===== config.mk =====
export PLATFORM = sky130hd
export DESIGN_NAME = uart_tx_fifo_flat
export DESIGN_NICKNAME = d
export VERILOG_FILES = /design/src/rtl/uart_tx_fifo_if.sv /design/src/rtl/uart_tx_fifo.sv /design/src/flat_wrapper.sv
export SDC_FILE = /design/constraint.sdc
export NUM_CORES = 1
export LEC_CHECK = 0
export ABC_AREA = 0
export BUFFER_PORTS_ARGS = -buffer_cell sky130_fd_sc_hd__clkbuf_2
export CORE_ASPECT_RATIO = 1.75
export CORE_MARGIN = 8
export CORE_UTILIZATION = 40
export DETAILED_ROUTE_END_ITERATION = 16
export PLACE_DENSITY = 0.57
export SLEW_MARGIN = 0
export SYNTH_ARGS = -nofsm -noshare
export SYNTH_HDL_FRONTEND = slang
export SYNTH_SLANG_ARGS = --single-unit

===== constraint.sdc =====
create_clock -name clock -period 7.1 [get_ports clock]
set_input_delay 1.42 -clock clock [delete_from_list [all_inputs] [get_ports clock]]
set_output_delay 1.42 -clock clock [all_outputs]
set_load 0.01 [all_outputs]

===== src/rtl/uart_tx_fifo_if.sv =====
// rtl/uart_tx_fifo_if.sv - write-side, driver-side and status signals of uart_tx_fifo
//
// Purpose: groups every non-clock/reset signal of uart_tx_fifo into one bundle.
//   slave  modport : the FIFO itself (consumes i_*, drives o_*).
//   master modport : the surrounding logic (user writer, UART driver, status reader).
//
// Signals:
//   i_wr_data   [P_UART_DATA_WIDTH-1:0]  word to enqueue
//   i_wr_valid                           user offers i_wr_data
//   o_wr_ready                           FIFO can accept a word this cycle
//   o_tx_data   [P_UART_DATA_WIDTH-1:0]  head word towards the driver
//   o_tx_valid                           head word is valid
//   i_tx_ready                           driver accepts the head word
//   i_flush                              synchronous clear of all contents
//   i_ovf_clr                            clears the sticky overflow flag
//   o_count     [P_ADDR_WIDTH:0]         words held, output stage included
//   o_full / o_empty / o_overflow        status flags

interface uart_tx_fifo_if #(
  parameter int P_UART_DATA_WIDTH = 8,
  parameter int P_ADDR_WIDTH      = 4
);
  logic [P_UART_DATA_WIDTH-1:0] i_wr_data;
  logic                         i_wr_valid;
  logic                         o_wr_ready;
  logic [P_UART_DATA_WIDTH-1:0] o_tx_data;
  logic                         o_tx_valid;
  logic                         i_tx_ready;
  logic                         i_flush;
  logic                         i_ovf_clr;
  logic [P_ADDR_WIDTH:0]        o_count;
  logic                         o_full;
  logic                         o_empty;
  logic                         o_overflow;

  modport slave (
    input  i_wr_data,
    input  i_wr_valid,
    output o_wr_ready,
    output o_tx_data,
    output o_tx_valid,
    input  i_tx_ready,
    input  i_flush,
    input  i_ovf_clr,
    output o_count,
    output o_full,
    output o_empty,
    output o_overflow
  );

  modport master (
    output i_wr_data,
    output i_wr_valid,
    input  o_wr_ready,
    input  o_tx_data,
    input  o_tx_valid,
    output i_tx_ready,
    output i_flush,
    output i_ovf_clr,
    input  o_count,
    input  o_full,
    input  o_empty,
    input  o_overflow
  );
endinterface


===== src/rtl/uart_tx_fifo.sv =====
// rtl/uart_tx_fifo.sv - circular byte FIFO feeding the UART driver transmit handshake
//
// Purpose: buffers bursty user writes and presents them one at a time to the
//   UART driver through a registered valid/ready output stage.
//
// Ports:
//   clock  : system clock, rising edge
//   reset  : asynchronous, active-low reset
//   bus    : uart_tx_fifo_if.slave (write side, driver side, status)
//
// Structure: words live in a RAM addressed by wr_ptr/rd_ptr. The head word is
//   copied into the tx_data/tx_valid flops. o_count counts both the RAM words
//   and the word held in the output stage.

module uart_tx_fifo #(
  parameter int P_UART_DATA_WIDTH = 8,
  parameter int P_FIFO_DEPTH      = 16,
  parameter int P_ADDR_WIDTH      = 4
) (
  input logic           clock,
  input logic           reset,
  uart_tx_fifo_if.slave bus
);

  localparam logic [P_ADDR_WIDTH:0]   L_FULL_COUNT = (P_ADDR_WIDTH+1)'(P_FIFO_DEPTH);
  localparam logic [P_ADDR_WIDTH:0]   L_CNT_ONE    = (P_ADDR_WIDTH+1)'(1);
  localparam logic [P_ADDR_WIDTH-1:0] L_PTR_ONE    = (P_ADDR_WIDTH)'(1);

  logic [P_UART_DATA_WIDTH-1:0] mem [0:P_FIFO_DEPTH-1];

  logic [P_ADDR_WIDTH-1:0]      wr_ptr;
  logic [P_ADDR_WIDTH-1:0]      rd_ptr;
  logic [P_ADDR_WIDTH:0]        count;
  logic [P_ADDR_WIDTH:0]        mem_count;
  logic [P_UART_DATA_WIDTH-1:0] tx_data;
  logic                         tx_valid;
  logic                         overflow;

  logic full;
  logic wr_en;
  logic rd_en;
  logic load;
  logic mem_nonempty;
  logic bypass;
  logic mem_wr;
  logic mem_rd;

  assign full  = (count == L_FULL_COUNT);
  assign wr_en = bus.i_wr_valid && !full;
  assign rd_en = tx_valid && bus.i_tx_ready;

  // The output stage refills whenever it is empty or its word leaves this edge.
  assign load = !tx_valid || rd_en;

  // Words still in the RAM, i.e. not yet copied into the output stage.
  assign mem_count    = count - {{P_ADDR_WIDTH{1'b0}}, tx_valid};
  assign mem_nonempty = (mem_count != '0);

  // A write landing while the only word leaves goes straight to the output
  // stage, so a steady write+read stream keeps o_tx_valid high at count 1.
  // With the output stage empty the word goes through the RAM instead, which
  // gives the one-cycle fill latency into an empty FIFO.
  assign bypass = rd_en && wr_en && !mem_nonempty;
  assign mem_wr = wr_en && !bypass && !bus.i_flush;
  assign mem_rd = load && mem_nonempty;

  // Storage has no reset; stale contents are never presented.
  always_ff @(posedge clock) begin
    if (mem_wr) begin
      mem[wr_ptr] <= bus.i_wr_data;
    end
  end

  always_ff @(posedge clock or negedge reset) begin
    if (!reset) begin
      wr_ptr   <= '0;
      rd_ptr   <= '0;
      count    <= '0;
      tx_data  <= '0;
      tx_valid <= 1'b0;
    end else if (bus.i_flush) begin
      // Flush beats any write or read in the same cycle; tx_data is left as is
      // because it is meaningless while tx_valid is low.
      wr_ptr   <= '0;
      rd_ptr   <= '0;
      count    <= '0;
      tx_valid <= 1'b0;
    end else begin
      if (mem_wr) begin
        wr_ptr <= wr_ptr + L_PTR_ONE;
      end
      if (mem_rd) begin
        rd_ptr <= rd_ptr + L_PTR_ONE;
      end

      case ({wr_en, rd_en})
        2'b10:   count <= count + L_CNT_ONE;
        2'b01:   count <= count - L_CNT_ONE;
        default: count <= count;
      endcase

      if (load) begin
        if (mem_nonempty) begin
          tx_data  <= mem[rd_ptr];
          tx_valid <= 1'b1;
        end else if (bypass) begin
          tx_data  <= bus.i_wr_data;
          tx_valid <= 1'b1;
        end else begin
          tx_valid <= 1'b0;
        end
      end
    end
  end

  // Sticky overflow: a set in the same cycle as a clear wins. Flush leaves it.
  always_ff @(posedge clock or negedge reset) begin
    if (!reset) begin
      overflow <= 1'b0;
    end else if (bus.i_wr_valid && full) begin
      overflow <= 1'b1;
    end else if (bus.i_ovf_clr) begin
      overflow <= 1'b0;
    end
  end

  assign bus.o_wr_ready = !full;
  assign bus.o_tx_data  = tx_data;
  assign bus.o_tx_valid = tx_valid;
  assign bus.o_count    = count;
  assign bus.o_full     = full;
  assign bus.o_empty    = (count == '0);
  assign bus.o_overflow = overflow;

endmodule


===== src/flat_wrapper.sv =====
// flat-port wrapper written by rule: the top's interface ports become plain ports
module uart_tx_fifo_flat 
#(
  parameter int P_UART_DATA_WIDTH = 8,
  parameter int P_FIFO_DEPTH      = 16,
  parameter int P_ADDR_WIDTH      = 4
)
  (clock, reset, bus_i_wr_data, bus_i_wr_valid, bus_o_wr_ready, bus_o_tx_data, bus_o_tx_valid, bus_i_tx_ready, bus_i_flush, bus_i_ovf_clr, bus_o_count, bus_o_full, bus_o_empty, bus_o_overflow);
  uart_tx_fifo_if #(.P_UART_DATA_WIDTH(P_UART_DATA_WIDTH), .P_ADDR_WIDTH(P_ADDR_WIDTH)) bus_i ();
  input logic clock;
  input logic reset;
  input wire logic [$bits(bus_i.i_wr_data)-1:0] bus_i_wr_data;
  input wire logic [$bits(bus_i.i_wr_valid)-1:0] bus_i_wr_valid;
  output wire logic [$bits(bus_i.o_wr_ready)-1:0] bus_o_wr_ready;
  output wire logic [$bits(bus_i.o_tx_data)-1:0] bus_o_tx_data;
  output wire logic [$bits(bus_i.o_tx_valid)-1:0] bus_o_tx_valid;
  input wire logic [$bits(bus_i.i_tx_ready)-1:0] bus_i_tx_ready;
  input wire logic [$bits(bus_i.i_flush)-1:0] bus_i_flush;
  input wire logic [$bits(bus_i.i_ovf_clr)-1:0] bus_i_ovf_clr;
  output wire logic [$bits(bus_i.o_count)-1:0] bus_o_count;
  output wire logic [$bits(bus_i.o_full)-1:0] bus_o_full;
  output wire logic [$bits(bus_i.o_empty)-1:0] bus_o_empty;
  output wire logic [$bits(bus_i.o_overflow)-1:0] bus_o_overflow;
  assign bus_i.i_wr_data = bus_i_wr_data;
  assign bus_i.i_wr_valid = bus_i_wr_valid;
  assign bus_o_wr_ready = bus_i.o_wr_ready;
  assign bus_o_tx_data = bus_i.o_tx_data;
  assign bus_o_tx_valid = bus_i.o_tx_valid;
  assign bus_i.i_tx_ready = bus_i_tx_ready;
  assign bus_i.i_flush = bus_i_flush;
  assign bus_i.i_ovf_clr = bus_i_ovf_clr;
  assign bus_o_count = bus_i.o_count;
  assign bus_o_full = bus_i.o_full;
  assign bus_o_empty = bus_i.o_empty;
  assign bus_o_overflow = bus_i.o_overflow;
  uart_tx_fifo #(.P_UART_DATA_WIDTH(P_UART_DATA_WIDTH), .P_FIFO_DEPTH(P_FIFO_DEPTH), .P_ADDR_WIDTH(P_ADDR_WIDTH)) u_core (.clock(clock), .reset(reset), .bus(bus_i));
endmodule

# Word-level counts from Yosys, hierarchy flattened
# Memory sizes are Yosys's and may differ from the RTL's.
# Cells that the tools add are included.
[op_classes] n_addsub=5 n_mul=0 div=0 magnitude_cmp=0 n_eq_ne=3 n_shift=0 n_mux=16 bitwise_logic=1 n_reduce_logical=23
[ops] cell="$mux 4" count=4
[ops] cell="$mux 8" count=2
[ops] cell="$pmux 5 s2" count=1
[ops] cell="$reduce_bool 2->1" count=5
[ops] cell="$add 4x1->4 const B" count=2
[ops] cell="$logic_and 1x1->1" count=8
[ops] cell="$mux 1" count=8
[ops] cell="$add 5x1->5 const B" count=1
[ops] cell="$eq 5x5->1 const B" count=1
[ops] cell="$logic_not 1->1" count=5
[ops] cell="$logic_not 5->1" count=1
[ops] cell="$mux 5" count=1
[ops] cell="$reduce_bool 5->1" count=1
[ops] cell="$sub 5x1->5" count=1
[ops] cell="$sub 5x1->5 const B" count=1
[ops] cell="$reduce_and 3->1" count=1
[ops] cell="$reduce_bool 3->1" count=1
[ops] cell="$eq 2x1->1 const B" count=1
[ops] cell="$eq 2x2->1 const B" count=1
[ops] cell="$logic_or 1x1->1" count=1
[ops] cell="$not 1->1" count=1
[word_totals] reg_bits=23 latch_bits=0 mem_bits_rw=128 romBits=0 inputBits=14 out_inout_bits=18 elab_cells=55 memories=1
[mem_list] memory="u_core.mem" words=16 width=8 read_ports=1 rd_ports_with_merged_regs=0 write_ports=1 line="uart_tx_fifo.sv:29" text="logic [P_UART_DATA_WIDTH-1:0] mem [0:P_FIFO_DEPTH-1];"

# Depth between registers and ports, before layout
# Gate-level depths: netlist (run 1).
[depth] word_depth=10 depth_mapped=11

# Least setup slack after synthesis (run 1)
# Ideal clock, no wire load.
[synth_timing] path_type="input-to-reg" start="input port bus_i_tx_ready" end="memory u_core.mem[10][0] (enable)" setup_ns=0.371 arrival_time_ns=2.777 slack_ns=3.953 stages=4 cell_sequence="nand2_1 > o21ai_2 > or4b_1 > nor2_1"
[synth_via] elab_chain_cells=8
[synth_rtl] item="start, declared" line="flat_wrapper.sv:17" text="input wire logic [$bits(bus_i.i_tx_ready)-1:0] bus_i_tx_ready;"
[synth_rtl] item="$logic_and 1x1->1" line="uart_tx_fifo.sv:50" text="assign rd_en = tx_valid && bus.i_tx_ready;"
[synth_rtl] item="$logic_and 1x1->1 (2 in series)" line="uart_tx_fifo.sv:63" text="assign bypass = rd_en && wr_en && !mem_nonempty;"
[synth_rtl] item="$logic_not 1->1" line="uart_tx_fifo.sv:64" text="assign mem_wr = wr_en && !bypass && !bus.i_flush;"
[synth_rtl] item="$logic_and 1x1->1 (2 in series)" line="uart_tx_fifo.sv:64"
[synth_rtl] item="$mux 1" line="uart_tx_fifo.sv:69" text="if (mem_wr) begin"
[synth_rtl] item="$mux 1 (implied by the code)" line="uart_tx_fifo.sv:70" text="mem[wr_ptr] <= bus.i_wr_data;"
[synth_rtl] item="end, declared" line="uart_tx_fifo.sv:29"
# No other way between the ends.

# Final worst setup path (run 1)
[layout_timing] start="register u_core.count[2] (netlist: u_core.bus.o_count[2])" end="output port bus_o_wr_ready"
[layout_via] elab_chain_cells=2
[layout_rtl] item="start, declared" line="uart_tx_fifo.sv:33" text="logic [P_ADDR_WIDTH:0] count;"
[layout_rtl] item="start signal, assigned" line="uart_tx_fifo.sv:97" text="2'b10: count <= count + L_CNT_ONE;"
[layout_rtl] item="start signal, assigned" line="uart_tx_fifo.sv:98" text="2'b01: count <= count - L_CNT_ONE;"
[layout_rtl] item="start signal, assigned" line="uart_tx_fifo.sv:99" text="default: count <= count;"
[layout_rtl] item="$eq 5x5->1" line="uart_tx_fifo.sv:48" text="assign full = (count == L_FULL_COUNT);"
[layout_rtl] item="$logic_not 1->1" line="uart_tx_fifo.sv:127" text="assign bus.o_wr_ready = !full;"
[layout_rtl] item="end, declared" line="flat_wrapper.sv:14" text="output wire logic [$bits(bus_i.o_wr_ready)-1:0] bus_o_wr_ready;"
# No other way between the ends.

==> results of run 1 <==
==> cells by family (layout without fill, tap and decap cells) <==
family | after synthesis | in the layout
AOI/OAI and AO/OA | 63 | 63
xor gates and xnor gates | 10 | 10
adders and majority gates | 8 | 8
buffers and inverters | 27 | 75
DFF | 151 | 151
muxes | 53 | 53
and+or+nand+nor | 70 | 70
==> state kept, by name (all words and copies together) (netlist names) <==
register	count
u_core.mem	128
u_core.bus.o_tx_valid	1
u_core.bus.o_count	5
u_core.bus.o_tx_data	8
u_core.rd_ptr	4
u_core.wr_ptr	4
u_core.bus.o_overflow	1
==> worst max-delay path: cells and delay by family, from the launching register on <==
family,cells,cell delay [ns]
DFF,1,0.51
buffers and inverters,2,0.19
and+or+nand+nor,2,0.66
==> per-stage QoR <==
step	std cells	setup WS, ns	utilization (%)	cell area (um2)	power [uW]
after floorplan	382	3.953	-	6322	1571
after global placement	587	3.577	42.43	6639	1783
after detailed placement	587	3.526	42.43	6639	1790
after CTS	619	3.913	46.29	7243	2694
after global routing	619	3.772	46.29	7243	2779
final	619	3.912	46.29	7243	2669
==> placed cells by master (no fill, tap or decap), drive strengths merged, types with 2 or more instances in the layout <==
cell type / n
and2: 14
clkbuf: 48
a22oi: 18
a21oi: 5
xnor2: 6
nor3: 2
a31oi: 10
nor2: 27
nor4b: 2
a221oi: 7
buf: 3
xor2: 4
mux4: 14
a22o: 8
inv: 18
nand4: 2
edfxtp: 128
ha: 8
or3: 3
nor2b: 4
dfrtp: 23
o21ai: 7
clkinv: 4
mux2i: 38
nand2: 7
nor4: 2
==> metal layers <==
layer  global-route usage [%]  vias to the layer above  share of wire (%)
met4                    9.866                        0                5.7
met5                        0                        -                  0
met2                    23.40                      103                 51
met3                    3.419                       37                4.7
li1                         -                     1582                  -
met1                    14.83                     1710                 38
==> final cells by class <==
cell class / count / area (um2) / area share [%]
Clock buffer: 17 / 425.4 / 5.873
Clock inverter: 15 / 178.9 / 2.470
Inverter: 9 / 33.78 / 0.4664
Multi-Input combinational cell: 204 / 1770 / 24.44
Sequential cell: 151 / 4420 / 61.03
Tap cell: 189 / 236.5 / 3.265
Timing Repair Buffer: 34 / 177.7 / 2.453
==> power breakdown <==
| group | switching [uW] | internal [uW] |
|---|---|---|
| logic | 409 | 288 |
| clock network | 401 | 506 |
| registers | 48.4 | 1020 |
==> path summary, 6_finish.rpt <==
| kind | to | slack, ns | from |
|---|---|---|---|
| setup / recovery | bus_o_wr_ready | 3.91 | u_core.bus.o_count[2] |
| hold / removal | u_core.bus.o_overflow | 0.51 | u_core.bus.o_overflow |
| setup reg to reg | u_core.mem[9][2] | 4.21 | u_core.bus.o_count[0] |
| hold reg to reg | u_core.bus.o_overflow | 0.51 | u_core.bus.o_overflow |
| max in group asynchronous | u_core.rd_ptr[1] | 5.64 | reset |
| min in group asynchronous | u_core.bus.o_count[2] | 1.02 | reset |
==> impl_metrics.csv, run 1 <==
group,metric,value,unit
sta,maxSlewHeadroom,42.69,%
logic_synthesis,ys_seq_area_share,69.90,%
sta,period_needed,3.188,ns
clock_network,cts_max_level,4,
worst_setup_path,cp_max_fo,9,
logic_synthesis,synth-compound-area-share,7.817,%
cells_and_area,fill_cells,1308,
logic_synthesis,yosysTopAreaCell,"edfxtp_1",
worst_setup_path,arrival,1.77,ns
global_route,grt_max_degree,54,
clock_network,numCtsBuffers,17,
global_route,antenna_found_initial,0,
floorplan,core,0.01565,mm2
floorplan,dieHeight,182.3,um
logic_synthesis,yosysMostFrequentCell,"edfxtp_1",
logic_synthesis,synth_top_area_share,60.80,%
detailed_routing,dr.pass1.iters,6,
sta,tns,0,ns
placed_design,port_buffers,31,
clock_network,post_cts_buffers,0,
worst_setup_path,cp-end-kind,"output port",
sta,fin_crit_sh,44.90,%
detailed_routing,routed_wl,13.81,mm
logic_synthesis,synth_edf_count,128,
logic_synthesis,synth_mux_area_share,11.18,%
logic_synthesis,synthAdderAreaFrac,1.583,%
job,cap_violations,0,
worst_setup_path,reg2reg_depth,7,
logic_synthesis,synth_top_family_by_area,"multiplexers",
detailed_routing,wire_per_inst,22.31,um
floorplan,die_x,111.0,um
detailed_routing,drtAntennaViolNets,0,
sta,finalMaxSlewViolations,0,
worst_setup_path,critPathSlowestCell,"dfrtp_1",
detailed_routing,via_per_inst,5.544,
logic_synthesis,syn_inst,382,
clock_network,cts_resized,0,
min_path,min_path_cells,1,
clock_network,insertion_delay,0.42,ns
worst_setup_path,cpPeakStageDelay,0.51,ns
logic_synthesis,synth_cell_type_count,49,
logic_synthesis,async_reset_ff_share,15.23,%
global_route,grt_use_total,13.84,%
floorplan,die_area,0.02024,mm2
power,powerDensity,368.5,mW/mm2
cells_and_area,drive_above_1_share,20.93,%
detailed_routing,drc,0,
global_route,grt_pass1_wl,21.01,mm
sta,hold_viol,0,
logic_synthesis,syn-num-nets,404,
placed_design,dpl.hpwl,9.310,mm
sta,max_freq,313.7,MHz
worst_setup_path,crit_chain,"or3_4 -> nor2_1 -> inv_1 -> clkbuf_2",
sta,rsz0062_at_grt,"no",
logic_synthesis,synthXorXnorAreaFrac,1.504,%
clock_network,cts.hold.buffers_added,0,
clock_network,cts_root_buf,"clkbuf_16",
cells_and_area,fin_nets,439,
logic_synthesis,synth_area,0.006322,mm2
placed_design,gp_congestion,0.7863,
min_path,hold_path.class,"reg2reg",
logic_synthesis,ys_seq_elements,151,
clock_network,cts_tree,"yes",
logic_synthesis,synth_top_flop_cell,"edfxtp_1",
sta,worst_pin_slew,0.8596,ns
clock_network,clock-sinks,151,
logic_synthesis,syn_area_per_cell,16.55,um2
logic_synthesis,ys_warn_count,0,
logic_synthesis,yosys.area_share.simple,5.917,%
detailed_routing,vias,3432,
cells_and_area,synthToLayoutAreaGrowth,14.57,%
sta,skew,0.01069,ns
worst_setup_path,cp.required,5.68,ns
status,status,"complete, no violations",
power,p_leak,0.002461,uW
logic_synthesis,synthTopCellsByArea,"edfxtp_1 61%, dfrtp_1 9.1%, mux2i_1 6.0%",
sta,fin_worst_hold_slack,0.5092,ns
worst_setup_path,worst_setup_path_start_kind,"register",
global_route,globalRouteOverflowTotal,0,
worst_setup_path,crit_type,"reg2out",
sta,setup_viol,0,
cells_and_area,insertedDiodeCount,0,
floorplan,start_util,40.41,%
detailed_routing,dr.first_iter.drc_count,283,
floorplan,rows,61,
global_route,grt_pass1_vias,3590,
floorplan,io_pins,32,
clock_network,clock_path_buffers,2,
clock_network,clkTransAtPathRegs,0.06,ns
power,ir_drop,0.1373,mV
logic_synthesis,synthTopCellsByCount,"128 x edfxtp_1, 38 x mux2i_1, 27 x nor2_1",
No activity file was read; power rests on OpenSTA's default activity.
==> inputs of run 2 (changes only) <==
==> constraint.sdc (replaced) <==
create_clock -name clock -period 3.17 [get_ports clock]
set_input_delay 0.634 -clock clock [delete_from_list [all_inputs] [get_ports clock]]
set_output_delay 0.634 -clock clock [all_outputs]
set_load 0.01 [all_outputs]
==> run 2 against run 1 <==
Global-route usage rose by 0.66 points. Total power rose by 120%. Count of clock-buffer cells in the layout rose by 3. Core utilization rose by 0.080 points. Clock skew fell by 0.0012 ns. Worst hold slack got worse by 0.27 ns. Die area did not move. Setup slack got worse by 3.4 ns. Sequential power rose by 130%. Cell area rose by 0.17%. Sequential share of layout area fell by 0.11 points. Via count rose by 0.23%. Critical path type is now reg2reg.
==> impl_metrics.csv, run 2 (synthesis results as in run 1) <==
group,metric,value,unit
status,status,"complete, no violations",
placed_design,port_buffers,31,
sta,fin_crit_sh,83.02,%
detailed_routing,routed_wl,14.24,mm
cells_and_area,insertedDiodeCount,0,
sta,worst_pin_slew,0.7991,ns
detailed_routing,dr.first_iter.drc_count,197,
sta,setup_viol,0,
job,cap_violations,0,
power,ir_drop,0.3256,mV
floorplan,die_x,111.0,um
cells_and_area,multi_input_area,0.001770,mm2
detailed_routing,wl_met2,7.791,mm
sta,max_freq,380.0,MHz
floorplan,start_util,40.41,%
worst_setup_path,r2r-end,"u_core.bus.o_count[4]",
placed_design,pre_cts_slack,0.5357,ns
detailed_routing,vias,3440,
min_path,hold_path.class,"in2async",
global_route,grt_pass1_vias,3643,
clock_network,cts.hold.buffers_added,0,
worst_setup_path,cp.required,3.46,ns
sta,finalMaxSlewViolations,0,
cells_and_area,fin_nets,447,
detailed_routing,met3_length,511,um
floorplan,dieHeight,182.3,um
worst_setup_path,r2r_start,"u_core.bus.o_count[1]",
power,powerDensity,803.2,mW/mm2
cells_and_area,final_common_cell,"edfxtp_1",
clock_network,cts_max_level,4,
cells_and_area,largest-register,"u_core.mem",
detailed_routing,via_per_inst,5.486,
sta,tns,0,ns
detailed_routing,dr.pass1.iters,4,
floorplan,die_area,0.02024,mm2
cells_and_area,regArea,0.004420,mm2
detailed_routing,routed.top_layer,"met4",
clock_network,cts_root_buf,"clkbuf_16",
global_route,grt_max_degree,24,
global_route,globalRouteOverflowTotal,0,
worst_setup_path,arrival,2.92,ns
global_route,grt_use_total,14.50,%
cells_and_area,largest_register_ffs,128,
worst_setup_path,cp-end-kind,"register",
cells_and_area,mostFrequentLayoutCells,"128 x edfxtp_1, 38 x mux2i_1, 31 x clkbuf_2",
clock_network,post_cts_buffers,0,
clock_network,cts_tree,"yes",
clock_network,insertion_delay,0.41,ns
clock_network,clock-sinks,151,
worst_setup_path,reg2reg_depth,9,
placed_design,dp.cells,595,
detailed_routing,wl_met1,5.444,mm
cells_and_area,drive_above_1_share,22.37,%
clock_network,clock_path_buffers,2,
placed_design,dpl.hpwl,9.910,mm
sta,period_needed,2.632,ns
sta,rsz0062_at_grt,"no",
global_route,grt_pass1_wl,21.82,mm
worst_setup_path,worst_setup_path_start_kind,"register",
worst_setup_path,crit_type,"reg2reg",
floorplan,rows,61,
floorplan,io_pins,32,
detailed_routing,drc,0,
cells_and_area,fill_cells,1311,
worst_setup_path,cp_max_fo,8,
cells_and_area,stdcell_count,627,
floorplan,core,0.01565,mm2
detailed_routing,drtAntennaViolNets,0,
detailed_routing,wire_per_inst,22.71,um
sta,hold_viol,0,
clock_network,numCtsBuffers,17,
sta,skew,0.009463,ns
cells_and_area,synthToLayoutAreaGrowth,14.76,%
clock_network,clkTransAtPathRegs,0.06,ns
worst_setup_path,rrSetupSlack,0.54,ns
power,p_leak,0.002480,uW
clock_network,cts_resized,0,
placed_design,gp_congestion,0.8053,
sta,maxSlewHeadroom,46.62,%
sta,layout_setup_ws,0.5383,ns
global_route,antenna_found_initial,0,
run 2: cell types whose count changed in the layout (fill, tap and decap cells not counted), sizes merged:
cell and delta:
buf +8, bufinv -1, clkbuf +3, clkinv -2, clkinvlp +2, inv -2
run 2: final cells by class:
class / instances / share of cell area, %
Timing Repair Buffer: 42 / 3.276
Sequential cell: 151 / 60.92
Inverter: 9 / 0.4656
Tap cell: 189 / 3.259
Clock inverter: 12 / 1.242
Multi-Input combinational cell: 204 / 24.40
Clock buffer: 20 / 6.432
run 2: where the power goes:
part | total (uW) | internal (uW) | switching (uW)
logic | 1510 | 660 | 854
clock network | 1870 | 1070 | 796
registers | 2450 | 2280 | 166
run 2: routing by layer:
metal,GRT usage [%],vias to the layer above
li1,-,1597
met2,26.63,86
met5,0,-
met1,14.77,1736
met3,3.254,21
met4,8.043,0
run 2: worst max-delay path by stage:
stage                                startpoint                     to  slack, ns
after CTS                 u_core.bus.o_count[2]  u_core.bus.o_count[4]       0.52
final                     u_core.bus.o_count[1]  u_core.bus.o_count[4]       0.54
after floorplan           u_core.bus.o_count[0]      u_core.mem[10][0]       0.66
after global routing      u_core.bus.o_count[0]       u_core.mem[2][1]       0.35
after global placement    u_core.bus.o_count[2]  u_core.bus.o_count[4]       0.60
after detailed placement  u_core.bus.o_count[2]  u_core.bus.o_count[4]       0.54
run 2: critical path, stage by stage, from the launching register on:
cell	delay [ns]
dfrtp_1	0.48
or3_4	0.46
o21a_4	0.26
nor2_1	0.17
xor2_1	0.11
ha_1	0.23
o31a_1	0.27
o41ai_2	0.31
xnor2_1	0.16
nor2_1	0.05
run 2: through the flow:
| step | util [%] | area (um2) | total power, uW | hold WS, ns |
|---|---|---|---|---|
| 2_1_floorplan | - | 6322 | 3519 | 0.3384 |
| 3_3_place_gp | 42.81 | 6699 | 4015 | 0.4952 |
| 3_5_place_dp | 42.81 | 6699 | 4030 | 0.5172 |
| 4_1_cts | 46.37 | 7256 | 5907 | 0.2467 |
| 5_1_grt | 46.37 | 7256 | 6104 | 0.2889 |
| 6_report | 46.37 | 7256 | 5828 | 0.2434 |
